--- config.mk ---
export PLATFORM = sky130hd
export DESIGN_NAME = rah_frame_uart_tx
export DESIGN_NICKNAME = d
export VERILOG_FILES = /design/src/rtl/rah_frame_uart_tx_pkg.sv /design/src/rtl/rah_frame_uart_tx_uart_tx_byte.sv /design/src/rtl/rah_frame_uart_tx.sv
export SDC_FILE = /design/constraint.sdc
export NUM_CORES = 1
export LEC_CHECK = 0
export CAP_MARGIN = 20
export CORE_MARGIN = 5
export CORE_UTILIZATION = 54
export CTS_CLUSTER_SIZE = 20
export DETAILED_ROUTE_END_ITERATION = 8
export DONT_BUFFER_PORTS = 1
export PLACE_DENSITY_LB_ADDON = 0.12
export SYNTH_ARGS = -nofsm -noshare
export SYNTH_HDL_FRONTEND = slang
export SYNTH_HIERARCHICAL = 1
export SYNTH_SLANG_ARGS = --single-unit
--- constraint.sdc ---
create_clock -name clk -period 2 [get_ports clk]
set_clock_uncertainty 0.1 [all_clocks]
set_input_delay 0.3 -clock clk [delete_from_list [all_inputs] [get_ports clk]]
set_output_delay 0.3 -clock clk [all_outputs]
set_load 0.1 [all_outputs]
--- src/rtl/rah_frame_uart_tx_pkg.sv ---
// rah_frame_uart_tx_pkg: shared FSM encodings and width helper for the frame-to-UART transmitter
package rah_frame_uart_tx_pkg;

    typedef enum logic [1:0] {
        FR_IDLE,
        FR_FETCH,
        FR_CAPTURE,
        FR_SEND
    } frame_state_e;

    typedef enum logic [1:0] {
        TX_IDLE,
        TX_START,
        TX_DATA,
        TX_STOP
    } tx_state_e;

    // Counter width for n distinct values, never narrower than one bit.
    function automatic int min1_clog2(input int n);
        return (n > 1) ? $clog2(n) : 1;
    endfunction

endpackage

--- src/rtl/rah_frame_uart_tx_uart_tx_byte.sv ---
// uart_tx_byte: 8N1 byte serialiser (start, 8 data bits LSB first, stop)
// Ports:
//   clk, rst_n    clock and asynchronous active-low reset
//   start         request a byte; accepted when idle or on the last stop-bit cycle
//   byte_in[7:0]  byte to send, sampled on the last cycle of the start bit
//   tx            registered serial line, idle high
//   done          high on the last cycle of the stop bit
module uart_tx_byte
    import rah_frame_uart_tx_pkg::*;
#(
    parameter int CLKS_PER_BIT = 868
) (
    input  logic       clk,
    input  logic       rst_n,
    input  logic       start,
    input  logic [7:0] byte_in,
    output logic       tx,
    output logic       done
);

    localparam int BW = min1_clog2(CLKS_PER_BIT);
    localparam logic [BW-1:0] BAUD_LAST = BW'(CLKS_PER_BIT - 1);

    tx_state_e     state_q, state_d;
    logic [BW-1:0] baud_q, baud_d;
    logic [2:0]    bit_q, bit_d;
    logic [7:0]    shift_q, shift_d;
    logic          tx_q, tx_d;
    logic          last;

    assign last = baud_q == BAUD_LAST;
    assign done = (state_q == TX_STOP) && last;
    assign tx   = tx_q;

    always_ff @(posedge clk or negedge rst_n) begin
        if (!rst_n) begin
            state_q <= TX_IDLE;
            baud_q  <= '0;
            bit_q   <= '0;
            shift_q <= '0;
            tx_q    <= 1'b1;
        end else begin
            state_q <= state_d;
            baud_q  <= baud_d;
            bit_q   <= bit_d;
            shift_q <= shift_d;
            tx_q    <= tx_d;
        end
    end

    // Chaining start onto the last stop cycle gives back-to-back bytes with no idle bit.
    always_comb begin
        state_d = state_q;
        baud_d  = last ? '0 : baud_q + 1'b1;
        bit_d   = bit_q;
        shift_d = shift_q;
        case (state_q)
            TX_IDLE: begin
                baud_d  = '0;
                state_d = start ? TX_START : TX_IDLE;
            end
            TX_START: if (last) begin
                state_d = TX_DATA;
                shift_d = byte_in;
                bit_d   = '0;
            end
            TX_DATA: if (last) begin
                shift_d = shift_q >> 1;
                bit_d   = bit_q + 3'd1;
                state_d = (bit_q == 3'd7) ? TX_STOP : TX_DATA;
            end
            TX_STOP: if (last) state_d = start ? TX_START : TX_IDLE;
            default: state_d = TX_IDLE;
        endcase
        tx_d = (state_d == TX_START) ? 1'b0 : (state_d == TX_DATA) ? shift_d[0] : 1'b1;
    end

endmodule

--- src/rtl/rah_frame_uart_tx.sv ---
// rah_frame_uart_tx: pops packets from a decoder app queue and sends them MSB byte first as 8N1 UART
// Ports:
//   clk, rst_n               rx_pixel_clk domain clock, asynchronous active-low reset
//   data_queue_empty         app queue empty flag
//   data_queue_almost_empty  accepted for port compatibility, not used
//   data_frame               queue read data, valid the cycle after request_data
//   request_data             one-cycle pop strobe
//   uart_tx_pin              serial output, idle high
//   busy                     high whenever the frame FSM is not idle
//   frame_count              packets fully transmitted, wraps at 16'hFFFF
module rah_frame_uart_tx
    import rah_frame_uart_tx_pkg::*;
#(
    parameter int RAH_PACKET_WIDTH = 48,
    parameter int CLKS_PER_BIT     = 868
) (
    input  logic                        clk,
    input  logic                        rst_n,
    input  logic                        data_queue_empty,
    input  logic                        data_queue_almost_empty,
    input  logic [RAH_PACKET_WIDTH-1:0] data_frame,
    output logic                        request_data,
    output logic                        uart_tx_pin,
    output logic                        busy,
    output logic [15:0]                 frame_count
);

    localparam int BYTES_PER_FRAME = RAH_PACKET_WIDTH / 8;
    localparam int IW = min1_clog2(BYTES_PER_FRAME);
    localparam logic [IW-1:0] IDX_LAST = IW'(BYTES_PER_FRAME - 1);

    frame_state_e                state_q, state_d;
    logic [RAH_PACKET_WIDTH-1:0] frame_q, frame_d;
    logic [IW-1:0]               idx_q, idx_d;
    logic [15:0]                 frame_count_q, frame_count_d;
    logic                        request_data_q, busy_q;
    logic                        start, done;
    logic [7:0]                  frame_bytes [BYTES_PER_FRAME];
    logic                        unused;

    assign unused       = data_queue_almost_empty;
    assign request_data = request_data_q;
    assign busy         = busy_q;
    assign frame_count  = frame_count_q;

    // Byte 0 is the most significant byte of the packet.
    for (genvar g = 0; g < BYTES_PER_FRAME; g++) begin : g_bytes
        assign frame_bytes[g] = frame_q[RAH_PACKET_WIDTH-1-8*g -: 8];
    end

    uart_tx_byte #(
        .CLKS_PER_BIT(CLKS_PER_BIT)
    ) u_tx (
        .clk    (clk),
        .rst_n  (rst_n),
        .start  (start),
        .byte_in(frame_bytes[idx_q]),
        .tx     (uart_tx_pin),
        .done   (done)
    );

    always_ff @(posedge clk or negedge rst_n) begin
        if (!rst_n) begin
            state_q        <= FR_IDLE;
            frame_q        <= '0;
            idx_q          <= '0;
            frame_count_q  <= '0;
            request_data_q <= 1'b0;
            busy_q         <= 1'b0;
        end else begin
            state_q        <= state_d;
            frame_q        <= frame_d;
            idx_q          <= idx_d;
            frame_count_q  <= frame_count_d;
            request_data_q <= state_d == FR_FETCH;
            busy_q         <= state_d != FR_IDLE;
        end
    end

    // start is combinational so the byte engine leaves idle on the edge that ends CAPTURE.
    always_comb begin
        state_d       = state_q;
        frame_d       = frame_q;
        idx_d         = idx_q;
        frame_count_d = frame_count_q;
        start         = 1'b0;
        case (state_q)
            FR_IDLE:  state_d = data_queue_empty ? FR_IDLE : FR_FETCH;
            FR_FETCH: state_d = FR_CAPTURE;
            FR_CAPTURE: begin
                frame_d = data_frame;
                idx_d   = '0;
                start   = 1'b1;
                state_d = FR_SEND;
            end
            FR_SEND: if (done) begin
                if (idx_q < IDX_LAST) begin
                    idx_d = idx_q + 1'b1;
                    start = 1'b1;
                end else begin
                    frame_count_d = frame_count_q + 16'd1;
                    state_d       = FR_IDLE;
                end
            end
            default: state_d = FR_IDLE;
        endcase
    end

endmodule

======== Word level (Yosys, flattened, before mapping) ========
Index checks and enable logic that the tools add are counted.
cells by class
  $add $sub $neg .......................... 4
  mux-type cells .......................... 29
  bitwise gates (word level) .............. 2
  equal/unequal tests ..................... 15
  order comparisons ....................... 2
  reductions and logical operators ........ 9
operators with widths
  cell                     count
  $mux W8                  4
  $bmux W8 S3              1
  $mux W10                 2
  $add A16 B1 Y16 const B  1
  $pmux W2 S4              2
  $pmux W8 S2              1
  $mux W3                  4
  $pmux W3 S2              2
  $add A10 B1 Y10 const B  1
  $eq A10 B10 Y1 const B   1
  $eq A2 B2 Y1 const B     5
  $mux W2                  5
  $reduce_and A3 Y1        3
  $eq A2 B1 Y1 const B     4
  $mux W1                  7
  $add A3 B1 Y3 const B    2
  $reduce_bool A2 Y1       3
  $ge A4 B4 Y1 const B     1
  $logic_not A2 Y1         2
  $ne A2 B1 Y1 const B     2
  $ne A2 B2 Y1 const B     2
  $not A3 Y4               1
  $eq A3 B3 Y1 const B     1
  $lt A3 B3 Y1 const B     1
  3 further kinds          3
storage, ports and cells
  logic and storage cells ................. 73
  register bits ........................... 95
  output and inout port bits .............. 19
  input bits .............................. 52

======== Longest topological paths before layout ========
Gate-level depths: netlist (run 1).
  word-level depth ........................ 10
  depth in mapped cells ................... 9

======== Cells and area by module ========
The synthesis (run 1) kept the hierarchy.
modules (own cells, without submodules)
  module             cells each  instances  area an instance (sq um)
  rah_frame_uart_tx  333         1          3225.6
  uart_tx_byte       124         1          1236.2

======== Worst setup path after synthesis (run 1) ========
No wires, ideal clock.
  path kind ............................... reg2reg
  from .................................... reg u_tx.baud_q[0]
  to ...................................... reg frame_count_q[15], in the netlist frame_count[15]
  stages on the path, launching flop included .. 9
  data required time ...................... 1.742 ns
  arrival time ............................ 1.984 ns
  path buffers ............................ 0
  slack ................................... -0.241 ns
  library setup time ...................... 0.158 ns
  clock period less this slack ............ 2.241 ns
  path through ............................ dfrtp_1 ha_1 nand4bb_2 nor3_4 and2_1 nand3_2 nor3_4 nand4_1 xnor2_1
on the way
  word-level cells in the longest chain between the ends .. 3
RTL lines
  item                         RTL line                              RTL
  from (decl)                  rah_frame_uart_tx_uart_tx_byte.sv:25  logic [BW-1:0] baud_q, baud_d;
  from (signal assigned)       rah_frame_uart_tx_uart_tx_byte.sv:44  baud_q <= baud_d;
  $eq A10 B10 Y1               rah_frame_uart_tx_uart_tx_byte.sv:31  assign last = baud_q == BAUD_LAST;
  $logic_and A1 B1 Y1          rah_frame_uart_tx_uart_tx_byte.sv:32  assign done = (state_q == TX_STOP) && last;
  named net done               rah_frame_uart_tx.sv:37               logic start, done;
  $reduce_and A3 Y1 (no line)  n/a
  to (signal assigned)         rah_frame_uart_tx.sv:74               frame_count_q <= frame_count_d;
  to (decl)                    rah_frame_uart_tx.sv:35               logic [15:0] frame_count_q, frame_count_d;
The timed path passes the listed nets, and every way through them passes these cells.
A chain may end at the register's enable or synchronous reset.

======== Worst setup path in the final report (run 1) ========
  from .................................... reg u_tx.baud_q[0]
  to ...................................... reg u_tx.tx_q, in the netlist u_tx/tx
on the way
  word-level cells in the longest chain between the ends .. 10
  elaborated cells on any way between the ends .. 16
  those cells by class .................... eq/ne (3); mux (12); reduce/logical (1)
RTL lines
  item                  RTL line                                                                    RTL
  $eq A10 B10 Y1 *      rah_frame_uart_tx_uart_tx_byte.sv:31
  $logic_and A1 B1 Y1   rah_frame_uart_tx_uart_tx_byte.sv:32
  $mux W1               rah_frame_uart_tx.sv:96                                                     FR_SEND: if (done) begin
  $pmux W1 S2           rah_frame_uart_tx.sv:87                                                     case (state_q)
  $mux W1               rah_frame_uart_tx_uart_tx_byte.sv:60, rah_frame_uart_tx_uart_tx_byte.sv:72
  $mux W2               rah_frame_uart_tx_uart_tx_byte.sv:72                                        TX_STOP: if (last) state_d = start ? TX_START : TX_IDLE;
  $pmux W2 S4           rah_frame_uart_tx_uart_tx_byte.sv:57                                        case (state_q)
  $eq A2 B2 Y1          rah_frame_uart_tx_uart_tx_byte.sv:75                                        tx_d = (state_d == TX_START) ? 1'b0 : (state_d == TX_DATA) ? shift_d[0] : 1'b1;
  $mux W1               rah_frame_uart_tx_uart_tx_byte.sv:75
  $mux W1 *             rah_frame_uart_tx_uart_tx_byte.sv:75
  named net u_tx.tx_d   rah_frame_uart_tx_uart_tx_byte.sv:28                                        logic tx_q, tx_d;
  to (signal assigned)  rah_frame_uart_tx_uart_tx_byte.sv:47                                        tx_q <= tx_d;
  to (decl)             rah_frame_uart_tx_uart_tx_byte.sv:28
Mark *: on every way through the listed nets, which the timed path passes. The rest lies on a longest branch. The select of a mux whose other input is x is not followed.

==> results summary, run 1 <==
The number of violations reported at the end of detailed-routing iteration 0 is 220. The net count of the finished layout is a little over 600. When the netlist entered floorplanning its net count stood at 519.

The post-synthesis sequential element count is 95. Once detail routing completed, the nets flagged for antenna violations numbered 0. The proportion of power drawn by combinational gates is 0.087. sky130_fd_sc_hd__nand2_1 is the most common cell in the netlist.

The standard cell with the maximum stage delay on the critical path is sky130_fd_sc_hd__dfrtp_1. The final reports fail on negative hold slack, negative setup slack. The headroom to the max-slew limit came out at 0.672. The met3 routed wirelength is 410 microns.

Summed over all layers, the routed wires come to about 9400 microns. The iteration count of the initial detailed-routing pass came out at 4. The count of input and output buffers is 0. The overall die area came out at a little over 10000 sq um. The reported leakage power is 0.00268 uW. The critical path is of the reg2reg type. The part of the power in registers came out at 0.589. The global-route wire length before repair is 16400 microns. The maximum number of pins on one net before global-route repair is 96. In the routed design, unresolved DRC markers number 0.

The synthesized netlist contains 46 unique library cells. For this run, the number of Yosys warnings is 6. The tightest hold path in the finished design has a slack of -0.487 ns. The total power density per cell area came out at between 600 and 700 nW/um^2. The layout has 627 filler cells. The max-slew violation count came to 0. The routed wire length per instance came out at 14.4 microns. In the post-synthesis netlist, the biggest area contributors are sky130_fd_sc_hd__dfrtp_1 (53%), sky130_fd_sc_hd__nand2_1 (14%), sky130_fd_sc_hd__mux4_2 (4.0%), sky130_fd_sc_hd__xnor2_1 (3.9%), sky130_fd_sc_hd__ha_1 (2.8%). The final worst-path setup slack came out at -0.0498 ns. The count of cells along the worst register-to-register path is 7. The synthesis-to-layout area growth came out at 26.4%. In this run the critical register-to-register path is captured at u_tx/tx. The ratio of routed vias to standard cells is approximately 5.2. The number of setup violations in the final report came out at 7. For this block, wires on met1 add up to around 4200 microns. Counting I/O delays and the setup requirement, the final critical path takes slightly above 2 ns. The worst setup path is captured at a flop. The overall power of the completed layout is between 3000 and 4000 uW.

Setup repair after global routing could not meet its margin everywhere. The part of the cycle the worst path needs came out at 1.02. The internal power is 2760 uW. The post-synthesis instance area came out at 4460 sq um. The fmax is between 400 and 500 MHz. The biggest area consumer among synthesized cells is sky130_fd_sc_hd__dfrtp_1. The detailed-route via count is 3392. After clock tree synthesis, the clock-pin slew on the worst setup and hold paths is ~0.10 ns. The detailed router used layers up to and including met4. The total grt overflow came out at 0. The maximum fanout along the worst path came out at 3. The die extent in y came out at 101 microns. Ranked by instance count, the synthesized netlist is headed by sky130_fd_sc_hd__nand2_1 (169), sky130_fd_sc_hd__dfrtp_1 (94), sky130_fd_sc_hd__nor2_1 (22). Traced cell by cell, the critical path runs through ha_4 > nand4bb_4 > buf_4 > or3_1 > a221o_1 > a211oi_2 > mux2i_2. STA classifies the critical path startpoint as a flop. The clock sink total came out at 95.

OpenSTA, run right after detailed placement, puts the worst setup slack at -0.0666 ns. Adding up every negative setup slack in the final design gives -0.264 ns. The count of placed standard cells including taps came out at 585. The all-layer global routing usage came out at 0.203.

The clock buffer count from CTS is 9. The cell count after synthesis is approximately 460. For this run, the share of the core covered by cells in the final layout is 0.693. The worst hold-check path type is in2async.

The number of antenna violations at the first check in global routing was 0. The via count of the first global-routing pass came out at roughly 3500. The number of levels in the clock H-tree came out at 3. The post-layout instance count excluding filler cells came out at 652. On the worst path, the slowest cell contributes a delay of 0.40 ns. In the final layout, the share of cells above drive strength 1 is 0.188. The share of total power dissipated in the clock network is 0.324. For the pin with the worst max-slew slack, the measured transition is 0.493 ns. The synthesized area per cell came out at 9.76 sq um. The data arrival time at the worst-slack endpoint is 2.23 ns.

The data required time at the worst endpoint came out at 2.18 ns. The antenna diode count is 0. For the worst-skew pair, the clock arrives at the later sink with an insertion delay of 0.36 ns. The number of primary I/O pins is 71. Summed over all nets, wire length on met2 after detailed routing comes to 4680 microns.

Of the total power, the share spent switching nets is 0.248. The number of hold violations in the final report was 95. The floorplan step defined a core boundary enclosing 8130 sq um.

The HPWL reported at the end of detailed placement came out at 6190 microns. The flow ran to the end, but the final reports show violations. The overall die width is a little over 100 microns. The async set-reset flop share out of synthesis came out at 1.00. The number of buffers inserted by hold repair at cts is 49. The area share of the leading cell type in the synthesized netlist is 0.527.

The number of placement rows came out at 33. The global placement routability congestion is between 0.8 and 0.9. The starting utilization of the core area came out at 0.549.

The reg2reg setup slack came out at -0.05 ns. TritonCTS built the clock tree. Counting flops with a built-in enable in the synthesized netlist gives 0. For this design the total switching power over the nets is 909 uW.

The most common flop cell mapped by yosys is sky130_fd_sc_hd__dfrtp_1. The share of the Yosys chip area taken by registers is 0.533. The maximum vdd drop came out at 0.000494 V. Max-cap violations in this run came to 0. The source of the worst register-to-register timing path is u_tx/baud_q[0]. The tree is rooted in a sky130_fd_sc_hd__clkbuf_8. In this run the deepest clock path goes through 2 buffers.
## sequential cells by signal (all words and copies together), names as in the netlist
name,flops
busy,1
frame_bytes,48
frame_count,16
idx_q,3
request_data,1
state_q,2
u_tx/baud_q,10
u_tx/bit_q,3
u_tx/shift_q,8
u_tx/state_q,2
u_tx/tx,1
## critical path, delay by kind of cell (launching register included)
family	cells	cell delay, ns
mux	1	0.10
flops	1	0.40
compound gates	2	0.58
simple gates	2	0.47
fa+ha+maj	1	0.17
buf+inv	1	0.16
## cell type report
type / instances / area [sq um] / share of cell area
clock buffer: 11 / 141 / 0.0251
inverter: 19 / 71.3 / 0.0126
timing repair buffer: 96 / 860 / 0.152
sequential: 95 / 2380 / 0.423
clock inverter: 5 / 41.3 / 0.00732
tap: 105 / 131 / 0.0233
multi-input combinational: 321 / 2010 / 0.356
## per-layer routing
metal,global-route usage,up-vias
li1,-,1661
met1,0.268,1651
met2,0.335,68
met3,0.0450,12
met4,0.0613,0
met5,0,-
## worst max-delay path by stage
stage / depth (start not counted) / slack [ns] / end / from
after floorplan: 7 / -0.13 / frame_count[6] / u_tx/baud_q[4]
after global placement: 7 / -0.05 / u_tx/tx / u_tx/baud_q[0]
after detailed placement: 8 / -0.07 / frame_count[6] / u_tx/baud_q[4]
after CTS: 8 / -0.07 / frame_count[6] / u_tx/baud_q[4]
after global routing: 8 / -0.17 / frame_count[8] / u_tx/baud_q[4]
final: 7 / -0.05 / u_tx/tx / u_tx/baud_q[0]
## timing repair
item	in CTS	in global routing
gates cloned	0	0
buffers inserted	1	1
gates resized for setup	7	9
pin swaps	7	5
endpoints found under the hold margin	144	95
setup endpoints to repair	7	26
## cell families (layout without fill, tap and decap cells)
| family | Yosys count | after routing | share of synthesized area |
|---|---|---|---|
| AO/OA/AOI/OAI | 37 | 37 | 0.0569 |
| XOR/XNOR | 25 | 25 | 0.0491 |
| adder cells (fa/ha/maj) | 10 | 10 | 0.0280 |
| buffers and inverters | 41 | 131 | 0.0390 |
| flip-flops | 95 | 95 | 0.533 |
| multiplexers | 19 | 19 | 0.0653 |
| AND/OR/NAND/NOR | 230 | 230 | 0.229 |
## per-stage QoR
step | hold slack [ns] | instance area (sq um)
after floorplan | -0.0956 | 4480
after global placement | -0.0931 | 4870
after detailed placement | -0.0931 | 4870
after CTS | -0.503 | 5590
after global routing | -0.518 | 5640
final | -0.487 | 5640
## layout by cell type, fill, tap and decap left out, types with 2 or more instances in the layout
cell                            netlist  layout
sky130_fd_sc_hd__dfrtp_2              0       5
sky130_fd_sc_hd__nand3_4              0       2
sky130_fd_sc_hd__a21oi_1              3       3
sky130_fd_sc_hd__dfrtp_1             94      89
sky130_fd_sc_hd__mux4_2               8       8
sky130_fd_sc_hd__nor2_1              22      21
sky130_fd_sc_hd__o21ai_0             10      10
sky130_fd_sc_hd__dlygate4sd3_1        0      49
sky130_fd_sc_hd__clkinvlp_4           0       2
sky130_fd_sc_hd__buf_4                1      45
sky130_fd_sc_hd__nand3_1             14      10
sky130_fd_sc_hd__xor2_1               5       5
sky130_fd_sc_hd__xnor2_1             20      18
sky130_fd_sc_hd__mux2i_1             10       9
sky130_fd_sc_hd__nand2b_1             2       2
sky130_fd_sc_hd__ha_1                10       9
sky130_fd_sc_hd__nand2_1            169     166
sky130_fd_sc_hd__and3_1               2       2
sky130_fd_sc_hd__o22ai_1              8       8
sky130_fd_sc_hd__nand4_1              4       4
sky130_fd_sc_hd__nor3_4               2       2
sky130_fd_sc_hd__inv_6                0       2
sky130_fd_sc_hd__inv_1               19      19
sky130_fd_sc_hd__nor3_1               3       3
sky130_fd_sc_hd__nand2_2              0       2
sky130_fd_sc_hd__nor4_4               2       2
sky130_fd_sc_hd__a22oi_1              6       6
sky130_fd_sc_hd__a22o_1               2       2
sky130_fd_sc_hd__nand3_2              1       3
sky130_fd_sc_hd__clkbuf_8             0      10
sky130_fd_sc_hd__xnor2_2              0       2
## power groups by stage
stage	registers (uW)	clock network, uW	logic, uW
2_1_floorplan	2170	0	195
3_3_place_gp	2190	0	230
3_5_place_dp	2200	0	238
4_1_cts	2160	1220	317
5_1_grt	2180	1300	367
6_report	2160	1190	318
Note: power is estimated with default switching activity, not from simulation.
==> inputs of run 2 (changes only) <==
--- a/config.mk
+++ b/config.mk
@@ -11,7 +11,7 @@
 export CTS_CLUSTER_SIZE = 20
 export DETAILED_ROUTE_END_ITERATION = 8
 export DONT_BUFFER_PORTS = 1
-export PLACE_DENSITY_LB_ADDON = 0.12
+export PLACE_DENSITY = 0.72
 export SYNTH_ARGS = -nofsm -noshare
 export SYNTH_HDL_FRONTEND = slang
 export SYNTH_HIERARCHICAL = 1
==> results summary, run 2 (synthesis gave the netlist of run 1 again) <==
Data arrives at the worst endpoint at roughly 2.3 ns. The number of setup violations in the final report came out at 12. The headroom to the max-slew limit came out at 0.661. The number of primary I/O pins is 71. The synthesis-to-layout area growth is 26.9%. Counting tap cells, the placed design contains a total of 585 instances. The total buffers and inverters traversed by the critical path is 1. The detailed-route via count came out at between 3000 and 4000. The clock transition time at the flip-flop clock pins of the worst setup and hold paths is 0.09 ns. STA classifies the critical path endpoint as a flop. The deepest clock path buffer count came out at 2. The count of input and output buffers is 0. In this run the vertical extent of the chip is 101 microns.

The total grt overflow came out at 0. The final worst-path setup slack came out at -0.0996 ns. The number of violations reported at the end of detailed-routing iteration 0 came out at between 80 and 90. Summed over all nets, the half-perimeter wirelength after detailed placement is 6380 microns. The global placement routability congestion is 0.797. The global-route wire length before repair came out at 17300 microns.

The ratio of routed vias to standard cells is 5.31. At the worst endpoint, the required time is roughly 2.2 ns. The number of levels in the clock H-tree is 3. Across the VDD grid, the largest voltage drop is 0.000524 V. The starting utilization of the core area came out at 0.549.

TritonCTS built the clock tree. The actual transition at the worst max-transition pin is ~0.5 ns. The critical path goes through or3b_4 > buf_4 > or3_4 > a221o_1 > a211oi_2 > mux2i_1. The worst hold-check path type is in2async.

In this run, post-CTS hold repair placed roughly 50 buffers. In the finished design, the share of the clock period the worst path needs comes to 1.05. By startpoint and endpoint, the worst setup path is classified as reg2reg.

In the final layout, the share of cells above drive strength 1 is 0.195. The reported leakage power is about 0.0027 uW. The count of filler cells inserted in the layout came out at 617. The cell area after placement is 4870 sq um. The flow ran to the end, but the final reports show violations. Detailed routing placed a total of 436 microns of wire on met3. The post-detailed-route DRC marker count came out at 0.

The overall die width is 101 microns. After routing the design area is approximately 5700 sq um. The post-layout instance count excluding filler cells is 654. The slowest stage of the critical path belongs to the cell sky130_fd_sc_hd__or3b_4. Entering global routing, the biggest net connects 96 pins. The final reports fail on negative hold slack, negative setup slack. The final critical delay including setup and external delays came out at roughly 2.1 ns.

The smallest hold slack is -0.468 ns. The clock buffer count from CTS came out at 9. The number of antenna violations at the first check in global routing came out at 0.

Signal routing reaches up to met4. The fmax is 476 MHz. The via count of the first global-routing pass is between 3000 and 4000. After floorplanning, the core was sized to cover 8130 sq um. After floorplanning, the core was divided into 33 placement rows. The cell family contributing the most delay on the critical path is simple AND/OR/NAND/NOR gates. The detailed-routing wirelength on met1 came out at 4070 microns. For the worst-skew pair, the clock arrives at the later sink with an insertion delay of 0.36 ns. Leaving out fill and tap cells, the most frequent cell in the layout is sky130_fd_sc_hd__nand2_1.

The max-slew violation count came out at 0. CTS saw 95 sinks. The wire length on met2 came out at 5290 microns. Setup repair after global routing could not meet its margin everywhere.

The tree is rooted in a sky130_fd_sc_hd__clkbuf_8. The count of nets left with antenna violations once routing finished came out at 0. STA classifies the critical path startpoint as a flop. The total routed wirelength came out at 10000 microns. The delay of the slowest cell on the worst path came out at about 0.42 ns. The antenna diode count came out at 0.

The maximum fanout along the worst path is 3. The routed wire length per instance is approximately 15 microns. The register with the most flip-flops in the layout has 48 of them. The iteration count of the initial detailed-routing pass came out at 4. The overall power of the completed layout is 3690 uW. The fraction of the core area covered by cells at the end of the flow is 0.696. The total power density per cell area is 652 nW/um^2. The all-layer global routing usage is 0.216.

The net count of the finished layout is 606. The max capacitance violation total is 0. The floorplan step defined a die boundary enclosing about 10000 sq um. In the layout the commonest cells are sky130_fd_sc_hd__nand2_1 (165), sky130_fd_sc_hd__dfrtp_1 (89), sky130_fd_sc_hd__dlygate4sd3_1 (49), sky130_fd_sc_hd__buf_4 (46), sky130_fd_sc_hd__nor2_1 (21).

The number of hold violations in the final report is 95.
==> run 2: cell types whose count changed in the layout (fill, tap and decap cells not counted), sizes merged <==
cell      change
buf           +2
inv           -1
clkinvlp      +1
==> run 2: path summary, 6_finish.rpt <==
kind / start / slack, ns / to / cells past startpoint
worst max-delay path: u_tx/baud_q[4] / -0.1 / u_tx/tx / 6
max in group asynchronous: rst_n / 2.07 / u_tx/tx / 0
worst min register to register: frame_bytes[24] / 0.38 / frame_bytes[24] / 2
worst min-delay path: rst_n / -0.47 / frame_bytes[10] / 0
worst max register to register: u_tx/baud_q[4] / -0.1 / u_tx/tx / 6
min in group clk: data_queue_empty / 0.07 / state_q[0] / 3
==> run 2: through the flow <==
| step | setup TNS (ns) | worst slack, ns |
|---|---|---|
| final | -0.493 | -0.0996 |
| after global routing | -1.71 | -0.160 |
| after CTS | -0.404 | -0.0708 |
| after detailed placement | -0.648 | -0.0970 |
| after global placement | -0.0551 | -0.0244 |
| after floorplan | -1.14 | -0.128 |
==> run 2: final cells by class <==
| cell class | instances | area [sq um] | area share |
|---|---|---|---|
| clock inverters | 5 | 40.0 | 0.00707 |
| inverters | 19 | 71.3 | 0.0126 |
| flip-flops and latches | 95 | 2380 | 0.421 |
| clock buffers | 11 | 151 | 0.0267 |
| repair buffers | 98 | 878 | 0.155 |
| multi-input cells | 321 | 2010 | 0.354 |
| well taps | 105 | 131 | 0.0232 |
==> run 2: what timing repair did <==
item,CTS,global route
endpoints found under the setup margin,15,26
hold endpoints to repair,144,95
pin swaps,8,3
cloned,0,0
buffers inserted,4,1
gates resized for setup,12,5
==> run 2: report_power, final <==
group	leakage, uW	internal, uW	switching, uW	total (uW)
registers	0.00119	2080	81.7	2160
logic	0.00140	183	134	317
clock network	0.0000882	527	692	1220
==> run 2: metal layers <==
layer / global-route usage / vias to the layer above
li1: - / 1667
met1: 0.257 / 1699
met2: 0.377 / 89
met3: 0.0429 / 18
met4: 0.0961 / 0
met5: 0 / -
==> inputs of run 3 (changes only) <==
--- a/config.mk
+++ b/config.mk
@@ -11,7 +11,7 @@
 export CTS_CLUSTER_SIZE = 20
 export DETAILED_ROUTE_END_ITERATION = 8
 export DONT_BUFFER_PORTS = 1
-export PLACE_DENSITY = 0.72
+export PLACE_DENSITY = 0.69
 export SYNTH_ARGS = -nofsm -noshare
 export SYNTH_HDL_FRONTEND = slang
 export SYNTH_HIERARCHICAL = 1
==> constraint.sdc (replaced) <==
create_clock -name clk -period 2.6 [get_ports clk]
set_clock_uncertainty 0.1 [all_clocks]
set_input_delay 0.39 -clock clk [delete_from_list [all_inputs] [get_ports clk]]
set_output_delay 0.39 -clock clk [all_outputs]
set_load 0.1 [all_outputs]
==> results summary, run 3 (synthesis gave the netlist of run 1 again) <==
The total area inside the core boundary comes to 8130 sq um. The count of input and output buffers came out at 0. The part of the cycle the worst path needs is 0.903. The die extent in y is 101 microns. The final critical delay including setup and external delays came out at 2.35 ns. The checks that failed: negative hold slack. The maximum vdd drop came out at 0.000337 V. The number of primary I/O pins is 71. After detailed placement, the total cell area comes to 4660 sq um. The data arrival time at the worst-slack endpoint is 2.46 ns. For the pin with the worst max-slew slack, the measured transition is ~0.92 ns. The clock transition time at the flip-flop clock pins of the worst setup and hold paths came out at 0.10 ns. The clock tree synthesis step divided the H-tree into 3 levels. Setup violations remaining at the end of the flow were counted as 0. The headroom to the max-slew limit is 0.390. The smallest hold slack is -0.380 ns.

The register with the most flip-flops in the layout has 48 of them. The starting utilization of the core area is 0.549. The share of final-layout standard cells stronger than drive strength 1 is 0.130. The post-CTS repair timing setup buffer count came out at 0. The worst setup path is of the reg2reg kind. Once layout is complete, the cells apart from fillers number 581. STA classifies the critical path startpoint as a flop. The maximum number of pins on one net before global-route repair is 96. In this run the worst hold path is classified as in2async. The number of violations reported at the end of detailed-routing iteration 0 is 138. Max-cap violations in this run came to 0.

The post-detailed-route DRC marker count is 0. The final setup TNS came out at 0 ns. The flow ran to the end, but the final reports show violations. The net count of the finished layout came out at 533. Setup repair after global routing left no endpoint under its margin. Summed over all layers, the routed wires come to 8500 microns. The total overflow left after global routing is 0.

The HPWL after detailed placement is just under 6000 microns. The fraction of the core area covered by cells at the end of the flow came out at 0.601. The global placement routability congestion came out at approximately 0.79. Leaving out fill and tap cells, the most frequent cells in the layout are sky130_fd_sc_hd__nand2_1 (169), sky130_fd_sc_hd__dfrtp_1 (94), sky130_fd_sc_hd__buf_4 (22), sky130_fd_sc_hd__nor2_1 (21), sky130_fd_sc_hd__xnor2_1 (20).

STA classifies the critical path endpoint as a flop. Leaving out fill and tap cells, the most frequent cell in the layout is sky130_fd_sc_hd__nand2_1. For this run, the total global-route usage over all layers was measured as 0.181.

The clock latency reported for the late side of the worst-skew pair is 0.36 ns. The tree is rooted in a sky130_fd_sc_hd__clkbuf_8. The number of antenna violations at the first check in global routing came to 0. The CTS tree is yes.

The number of placement rows came out at 33. The max-slew violation count is 0. The clock sink total is 95.

The clock buffer count from CTS came out at 9. The via count of the first global-routing pass was 3084. The count of filler cells inserted in the layout came out at around 700. The synthesis-to-layout area growth is 9.53%.

The deepest clock path buffer count is 2. The number of antenna-violating nets in the routed design came out at 0. The overall die width is about 100 microns. The detailed-route via count came out at 3093. The final cell area excluding filler cells came out at 4890 sq um. The reported leakage power is ~0.0023 uW. The maximum fanout along the worst path is 7. The data required time at the worst endpoint is 2.72 ns.

The antenna diode count is 0. The global-route wire length before repair came out at approximately 15000 microns. Across all register-to-register paths, the minimum setup slack is 0.25 ns. The total power density per cell area came out at 568 nW/um^2. For this run, the detailed router's first-pass iteration total came to 4. The routed wire length per instance came out at 14.6 microns. The count of placed standard cells including taps is 562. The overall die area came out at 10200 sq um.

Derived from the worst setup path, the maximum achievable clock frequency is between 400 and 500 MHz. Using the TritonRoute via totals, the vias-per-cell ratio works out to approximately 5.3. The number of hold violations in the final report came to 95.
==> run 3: worst paths after layout <==
kind	startpoint	end	cells after the start
worst min-delay path	rst_n	u_tx/baud_q[6]	0
min in group clk	data_frame[20]	frame_bytes[20]	2
max in group asynchronous	rst_n	u_tx/bit_q[2]	0
worst max register to register	u_tx/baud_q[0]	frame_count[15]	8
worst min register to register	frame_bytes[19]	frame_bytes[19]	2
worst max-delay path	u_tx/baud_q[0]	frame_count[15]	8
==> run 3: area by class of cell <==
cell class | count | area, sq um | area share
flip-flops and latches | 95 | 2380 | 0.487
multi-input cells | 321 | 1920 | 0.393
repair buffers | 25 | 195 | 0.0399
well taps | 105 | 131 | 0.0269
clock buffers | 9 | 124 | 0.0253
inverters | 19 | 71.3 | 0.0146
clock inverters | 7 | 66.3 | 0.0136
==> run 3: per-stage QoR <==
step | setup WS [ns] | total power (uW)
floorplan | 0.359 | 1820
global placement | 0.286 | 1860
detailed placement | 0.229 | 1870
CTS | 0.210 | 2810
global route | 0.0794 | 2920
finish | 0.252 | 2780
==> run 3: power breakdown <==
group | leakage [uW] | total, uW | internal, uW | switching (uW)
sequential | 0.00120 | 1660 | 1600 | 61.8
clock | 0.0000953 | 934 | 371 | 563
combinational | 0.00104 | 184 | 94.9 | 88.8
total | 0.00234 | 2780 | 2060 | 714
==> run 3: routing by layer <==
layer  wire, microns  global-route usage  up-vias
met2            4190               0.288       70
met1            3750               0.241     1494
met5               0                   0        -
li1                -                   -     1521
met4              96              0.0521        0
met3             464              0.0540        8
==> run 3: critical path, cell delays in order (launching register included) <==
cell	delay (ns)
sky130_fd_sc_hd__dfrtp_1	0.40
sky130_fd_sc_hd__ha_1	0.26
sky130_fd_sc_hd__nand4bb_2	0.19
sky130_fd_sc_hd__nor3_4	0.20
sky130_fd_sc_hd__and2_1	0.22
sky130_fd_sc_hd__nand3_2	0.17
sky130_fd_sc_hd__nor3_4	0.37
sky130_fd_sc_hd__nand4_1	0.16
sky130_fd_sc_hd__xnor2_1	0.15
==> run 3: repair_timing <==
action                                  in CTS  in global routing
hold buffers                                 1                  2
hold endpoints to repair                    96                 97
endpoints found under the setup margin       0                  3
gates resized for setup                      0                  1
